[src/rtl/rbm_loop_seq.sv]
// RBM training/prediction loop sequencer: walks epochs x users with a read/write
// handshake per user, then one predict pass over test users. Optional macro: RBM_SEQ_ERR_EN.
//
// state    | meaning
// ---------+-----------------------------------------------------------
// IDLE     | waiting for conf_done, counts latched on acceptance
// TRAIN_RD | training read request outstanding
// TRAIN_WR | training write request outstanding
// PRED_RD  | predict read request outstanding
// PRED_WR  | predict write request outstanding
// DONE     | one-cycle completion pulse
// ERR      | zero-count configuration, held until rst (RBM_SEQ_ERR_EN only)
module rbm_loop_seq (
  input  logic        clk,
  input  logic        rst,
  input  logic        conf_done,
  input  logic [31:0] conf_num_loops,
  input  logic [31:0] conf_num_users,
  input  logic [31:0] conf_num_testusers,
  input  logic        rd_grant,
  input  logic        wr_grant,
  output logic        rd_request,
  output logic        wr_request,
  output logic [1:0]  phase,
  output logic [31:0] user_idx,
  output logic [31:0] loop_idx,
  output logic        busy,
  output logic        done,
  output logic        err
);

`ifdef RBM_SEQ_ERR_EN
  typedef enum logic [2:0] {
    S_IDLE, S_TRAIN_RD, S_TRAIN_WR, S_PRED_RD, S_PRED_WR, S_DONE, S_ERR
  } state_t;
`else
  typedef enum logic [2:0] {
    S_IDLE, S_TRAIN_RD, S_TRAIN_WR, S_PRED_RD, S_PRED_WR, S_DONE
  } state_t;
`endif

  state_t      state_q, state_d;
  logic [31:0] user_q, user_d;
  logic [31:0] loop_q, loop_d;
  logic [31:0] loops_q, loops_d;
  logic [31:0] users_q, users_d;
  logic [31:0] tusers_q, tusers_d;

  always_ff @(posedge clk) begin
    if (rst) begin
      state_q  <= S_IDLE;
      user_q   <= '0;
      loop_q   <= '0;
      loops_q  <= '0;
      users_q  <= '0;
      tusers_q <= '0;
    end else begin
      state_q  <= state_d;
      user_q   <= user_d;
      loop_q   <= loop_d;
      loops_q  <= loops_d;
      users_q  <= users_d;
      tusers_q <= tusers_d;
    end
  end

  // Comparisons run against count-1 before incrementing, so a count of
  // 0xFFFFFFFF never wraps the index.
  always_comb begin
    state_d  = state_q;
    user_d   = user_q;
    loop_d   = loop_q;
    loops_d  = loops_q;
    users_d  = users_q;
    tusers_d = tusers_q;
    case (state_q)
      S_IDLE: begin
        if (conf_done) begin
          user_d   = '0;
          loop_d   = '0;
          tusers_d = conf_num_testusers;
`ifdef RBM_SEQ_ERR_EN
          loops_d  = conf_num_loops;
          users_d  = conf_num_users;
          if (conf_num_loops == 32'd0 || conf_num_users == 32'd0)
            state_d = S_ERR;
          else
            state_d = S_TRAIN_RD;
`else
          loops_d  = (conf_num_loops == 32'd0) ? 32'd1 : conf_num_loops;
          users_d  = (conf_num_users == 32'd0) ? 32'd1 : conf_num_users;
          state_d  = S_TRAIN_RD;
`endif
        end
      end
      S_TRAIN_RD: begin
        if (rd_grant) state_d = S_TRAIN_WR;
      end
      S_TRAIN_WR: begin
        if (wr_grant) begin
          if (user_q < users_q - 32'd1) begin
            user_d  = user_q + 32'd1;
            state_d = S_TRAIN_RD;
          end else begin
            user_d = '0;
            if (loop_q < loops_q - 32'd1) begin
              loop_d  = loop_q + 32'd1;
              state_d = S_TRAIN_RD;
            end else if (tusers_q == 32'd0) begin
              state_d = S_DONE;
            end else begin
              state_d = S_PRED_RD;
            end
          end
        end
      end
      S_PRED_RD: begin
        if (rd_grant) state_d = S_PRED_WR;
      end
      S_PRED_WR: begin
        if (wr_grant) begin
          if (user_q < tusers_q - 32'd1) begin
            user_d  = user_q + 32'd1;
            state_d = S_PRED_RD;
          end else begin
            state_d = S_DONE;
          end
        end
      end
      S_DONE: state_d = S_IDLE;
`ifdef RBM_SEQ_ERR_EN
      S_ERR:  state_d = S_ERR;
`endif
      default: state_d = S_IDLE;
    endcase
  end

  always_comb begin
    rd_request = 1'b0;
    wr_request = 1'b0;
    phase      = 2'd0;
    busy       = 1'b0;
    done       = 1'b0;
    case (state_q)
      S_TRAIN_RD: begin rd_request = 1'b1; phase = 2'd1; busy = 1'b1; end
      S_TRAIN_WR: begin wr_request = 1'b1; phase = 2'd1; busy = 1'b1; end
      S_PRED_RD:  begin rd_request = 1'b1; phase = 2'd2; busy = 1'b1; end
      S_PRED_WR:  begin wr_request = 1'b1; phase = 2'd2; busy = 1'b1; end
      S_DONE:     begin done = 1'b1; phase = 2'd3; busy = 1'b1; end
`ifdef RBM_SEQ_ERR_EN
      S_ERR:      phase = 2'd3;
`endif
      default: ;
    endcase
  end

`ifdef RBM_SEQ_ERR_EN
  assign err = (state_q == S_ERR);
`else
  assign err = 1'b0;
`endif

  assign user_idx = user_q;
  assign loop_idx = loop_q;

endmodule

[config.mk]
export PLATFORM = sky130hd
export DESIGN_NAME = rbm_loop_seq
export DESIGN_NICKNAME = d
export VERILOG_FILES = /design/src/rtl/rbm_loop_seq.sv
export SDC_FILE = /design/constraint.sdc
export NUM_CORES = 1
export LEC_CHECK = 0
export CAP_MARGIN = 30
export CORE_MARGIN = 4
export CORE_UTILIZATION = 45
export CTS_CLUSTER_DIAMETER = 50
export DETAILED_ROUTE_END_ITERATION = 6
export GPL_ROUTABILITY_DRIVEN = 0
export PLACE_DENSITY = 0.66
export SYNTH_ARGS = -nofsm -noshare
export SYNTH_HDL_FRONTEND = slang
export SYNTH_SLANG_ARGS = --single-unit
export TNS_END_PERCENT = 5
[constraint.sdc]
create_clock -name clk -period 5.67 [get_ports clk]
set_clock_uncertainty 0.2 [all_clocks]
set_input_delay 1.134 -clock clk [delete_from_list [all_inputs] [get_ports clk]]
set_output_delay 1.134 -clock clk [all_outputs]
set_load 0.05 [all_outputs]
# Word-level counts from Yosys, hierarchy flattened

Cells that the tools add are included.

Register bits after elaboration: 163
Bits in latches: 0
Bits in writable memories: 0
Memory bits (read-only): 0
Input port bits: 101
Output and inout port bits: 71
Logic and storage cells: 69
Memories: 0

Add/sub/neg operators: 5
Multipliers: 0
Divide/modulo/power cells: 0
$lt $le $gt $ge: 3
Equal/unequal tests: 13
Shifts and indexed selects: 0
Mux-type cells: 27
Bitwise logic cells: 0
Reduce and logical (&&, ||, !) cells: 15

Operator list:

| operator                                                               | number |
|---|---|
| 32-bit two-way mux                                                     | 10 |
| 32-bit zero test                                                       | 3 |
| 32-bit less-than comparator                                            | 3 |
| 32-bit one-hot mux with 3 select lines                                 | 1 |
| 32-bit by 1-bit subtractor with 32-bit output (second input constant)  | 3 |
| 32-bit by 1-bit adder with 32-bit output (second input constant)       | 2 |
| 32-bit one-hot mux with 2 select lines                                 | 1 |
| 3-bit two-way mux                                                      | 9 |
| 2-bit inequality test (second input constant)                          | 8 |
| 3-bit one-hot mux with 5 select lines                                  | 1 |
| 5-bit AND reduction                                                    | 3 |
| 2-bit OR reduction                                                     | 4 |
| 3-bit by 2-bit equality test with 1-bit output (second input constant) | 2 |
| 3-bit equality test (second input constant)                            | 2 |
| 2-bit one-hot mux with 3 select lines                                  | 1 |
| 5-bit OR reduction                                                     | 1 |
| 1-bit two-way mux                                                      | 4 |
| 3-bit by 1-bit equality test with 1-bit output (second input constant) | 1 |
| 3-bit zero test                                                        | 1 |
| 3-bit nonzero test                                                     | 1 |
| 2-bit AND reduction                                                    | 1 |
| 2-bit nonzero test                                                     | 1 |

# Longest topological paths before layout

Word-level depth: 6
Gate-level depth with buffers: 19
Depth with buffers taken out: 17

# Least setup slack after synthesis

OpenSTA, ideal clock, no wires.

Path kind: flip-flop to flip-flop
Start point: register users_q[0]
End point: register loop_q[23] (netlist: loop_idx[23])
Setup time: 0.072 ns
Data arrival time: 4.321 ns
Data required time: 5.398 ns
Setup slack: 1.077 ns
Stages on the path, launching flop included: 17
Path buffers: 1
Clock period less this slack: 4.593 ns
Cells stage by stage: dfxtp_1 > or4_4 > nor4_4 > nand3_2 > or3_4 > or3_4 > nor4_4 > xnor2_1 > ha_1 > nand4_1 > nor4_1 > a221oi_1 > o211ai_1 > o31ai_2 > clkbuf_1 > nor4_1 > mux2i_1

Longest elaborated chain between the ends: 4

RTL lines:

| item                                          | RTL line | RTL |
|---|---|---|
| from (decl)                                   | 46       | `logic [31:0] users_q, users_d;` |
| from (signal assigned)                        | 62       | `users_q <= users_d;` |
| 32-bit by 1-bit subtractor with 32-bit output | 101      | `if (user_q < users_q - 32'd1) begin` |
| 32-bit less-than comparator                   | 101      |  |
| 2-bit inequality test (no source line)        | --       |  |
| 5-bit AND reduction (no source line)          | --       |  |
| to (signal assigned)                          | 60       | `loop_q <= loop_d;` |
| to (decl)                                     | 44       | `logic [31:0] loop_q, loop_d;` |

No other way between the ends.
A chain may end at the register's enable or synchronous reset.

# Final worst setup path

Same ends and word-level chain as after synthesis.

==> reports/summary.txt <==
result of the run: finished clean
maximum number of pins on one net before global-route repair: 70
clock buffers created by TritonCTS: 17
slew at the pin closest to its max-slew limit: 0.819 ns
count of final hold-check violations: 0
initial detailed-routing violation count: 748
unrepaired setup endpoints after global routing: false
Filler Cells Inserted: 2294
number of maximum-capacitance violations: 0
maximum fanout count along the critical path: 14
Yosys reg bits: 163
final slew viol count: 0
most area-consuming cells after synthesis: dfxtp_1 30%, ha_1 11%, nand2_1 9.8%
Setup crit start kind: flip-flop
I/O pin cnt: 172
CTS Hold Buffers Added: 0
Core Footprint: 23500 sq um
Rows: 56
final HPWL from detailed placement: 24200 microns
number of clock sinks seen by CTS: 163
post-layout min period: 5.23 ns
dpl ws: 0.388 ns
most used flip-flop cell after synthesis: dfxtp_1
sequential-to-total area share from yosys stat: 30.2%
normalized max-slew margin: 45.1%
power per unit of standard cell area: 234 nW/um^2
share of flip-flops with an asynchronous set or reset: 0%
period utilization: 92.2%
post-synthesis instance area: 10800 sq um
classification of the worst-slack hold path: reg2reg
routed via count divided by cell count: 5.78
data required time at the worst endpoint: 5.83 ns
Pre-Repair DR Iteration Count: 5
placed instance count: 1832
register clock-pin slew on the reported worst setup and hold paths: 0.07 ns
global-route wire length before repair: 51900 microns
ANT nets after route: 0
deepest level of the CTS H-tree: 4
via count of the first global-routing pass: 10200
Post-Syn Instances: 1397
final WL: 32600 microns
Chip Height: 163 microns
total overflow reported by the global router: 0
Critical Path End Type: flip-flop
via count: 10800
area share of the largest cell type after synthesis: 30.2%
Syn Area/Cell: 7.73 sq um
detail-routed net length per standard cell: 17.4 microns
kind of critical path: reg2reg
share of cells above drive strength 1: 4.59%
peak supply drop: 144 uV
Clock Path Buffers: 2
die width: 163 microns
clk_lat worst skew: 0.44 ns
Net count, final: 1733
root buffer cell: clkbuf_16
DRC viols: 0
Setup violations, final: 0
static leakage power: 0.00485 uW
library cell with the largest summed area after synthesis: dfxtp_1
Post-Layout Cell Count: 1866
number of buffers inserted by port buffering: 170
aggregate global-route resource usage: 23.9%
Post-Synthesis Net Count: 1596
distinct cell type count after synthesis: 63
total negative slack: 0 ns
TritonCTS clock tree: built
number of enable-type register cells in the synthesized netlist: 0
data arrival time of the critical path: 5.39 ns
number of cells upsized or downsized after cts: 0
Antenna diodes: 0
count of synthesis-stage warnings from yosys: 0
maximum frequency from static timing analysis: 191 MHz
number of setup buffers added after CTS: 0
fin worst setup slack: 0.444 ns
area of the die: 26500 sq um
Syn-to-layout area delta: 23.4%
antenna violations before repair: 0
effective utilization at floorplan: 45.9%
==> placed cells by master, fill, tap and decap left out, types with 20 or more instances in the layout <==
cell,n
o21ai_0,34
a21oi_1,161
nor4_1,54
xor2_1,26
nor2_1,69
nand4_1,48
mux2i_1,20
or3_1,39
ha_1,98
nor3_1,52
dfxtp_1,163
clkdlybuf4s50_1,169
xnor2_1,76
nand2_1,280
nand3_1,39
==> critical path, stage by stage, from the launching register on <==
cell	delay, ns
dfxtp_1	0.33
or4_4	0.56
nor4_4	0.27
nand3_2	0.17
or3_4	0.41
or3_4	0.42
nor4_4	0.24
xnor2_1	0.11
ha_1	0.30
nand4_1	0.15
nor4_1	0.46
o311a_1	0.47
o31ai_4	0.19
buf_4	0.28
nor4_1	0.35
mux2i_1	0.23
==> layer usage <==
layer / track usage (%) / up-vias / wire [microns]
met1: 30.7 / 5054 / 14200
met3: 4.51 / 43 / 1860
li1: - / 5370 / -
met5: 0 / - / 0
met4: 6.44 / 0 / 703
met2: 41.1 / 319 / 15800
==> power breakdown <==
group	internal [uW]	switching (uW)	total, uW
Sequential	1190	67.5	1260
Combinational	322	409	732
Clock	623	506	1130
Total	2140	983	3120
==> Yosys cell counts (all sizes together) (2+ instances only) <==
cell / number
inv: 19
a21oi: 161
dfxtp: 163
a21o: 2
o211ai: 3
nor2: 69
or3b: 2
or3: 41
nand3: 40
nand4b: 3
ha: 98
nor4: 60
nand2: 281
or4: 24
xnor2: 76
a221oi: 5
and3: 13
nand3b: 6
nor3b: 2
o311ai: 6
nand4: 48
nor3: 53
o311a: 3
clkbuf: 55
o21ai: 34
nand2b: 11
o31ai: 7
a31o: 3
buf: 9
a31oi: 3
and2: 10
o31a: 2
xor2: 26
o22ai: 2
mux2i: 20
and4: 7
a211oi: 7
o41ai: 9
nor2b: 2
==> cell type report <==
type | instances | area [sq um] | share of cell area [%]
clock buffer | 19 | 443 | 3.32
clock inverter | 13 | 125 | 0.939
inverter | 19 | 71.3 | 0.535
multi-input combinational | 1152 | 7240 | 54.3
sequential | 163 | 3260 | 24.5
tap | 319 | 399 | 3.00
timing repair buffer | 181 | 1780 | 13.4
==> kinds of logic after synthesis <==
kind of cell	after synthesis	synth area share, %
buf+inv	83	3.02
xor+xnor	102	8.27
compound gates	254	13.6
other cells	1	0.0347
fa+ha+maj	98	11.4
simple gates	676	31.6
flops	163	30.2
mux	20	1.85
==> path summary, 6_finish.rpt <==
check                   start           end  slack [ns]  cells past startpoint
hold / removal    tusers_q[1]   tusers_q[1]        0.27                      2
setup / recovery   users_q[0]  loop_idx[23]        0.44                     15
hold reg to reg   tusers_q[1]   tusers_q[1]        0.27                      2
setup reg to reg   users_q[0]  loop_idx[23]        0.44                     15
==> sequential cells by signal, indices dropped and copies added (netlist names) <==
signal	cells
loop_idx	32
loops_q	32
tusers_q	32
user_idx	32
users_q	32
state_q	3
==> metrics by stage <==
stage / hold slack (ns) / instance area, sq um / utilization [%] / total power (uW)
2_1_floorplan: 0.249 / 10800 / - / 1800
3_3_place_gp: 0.264 / 12700 / 54.1 / 2000
3_5_place_dp: 0.268 / 12700 / 54.1 / 2020
4_1_cts: 0.277 / 13300 / 56.5 / 3140
5_1_grt: 0.289 / 13300 / 56.6 / 3290
6_report: 0.275 / 13300 / 56.6 / 3120
Note: power is estimated with default switching activity, not from simulation.
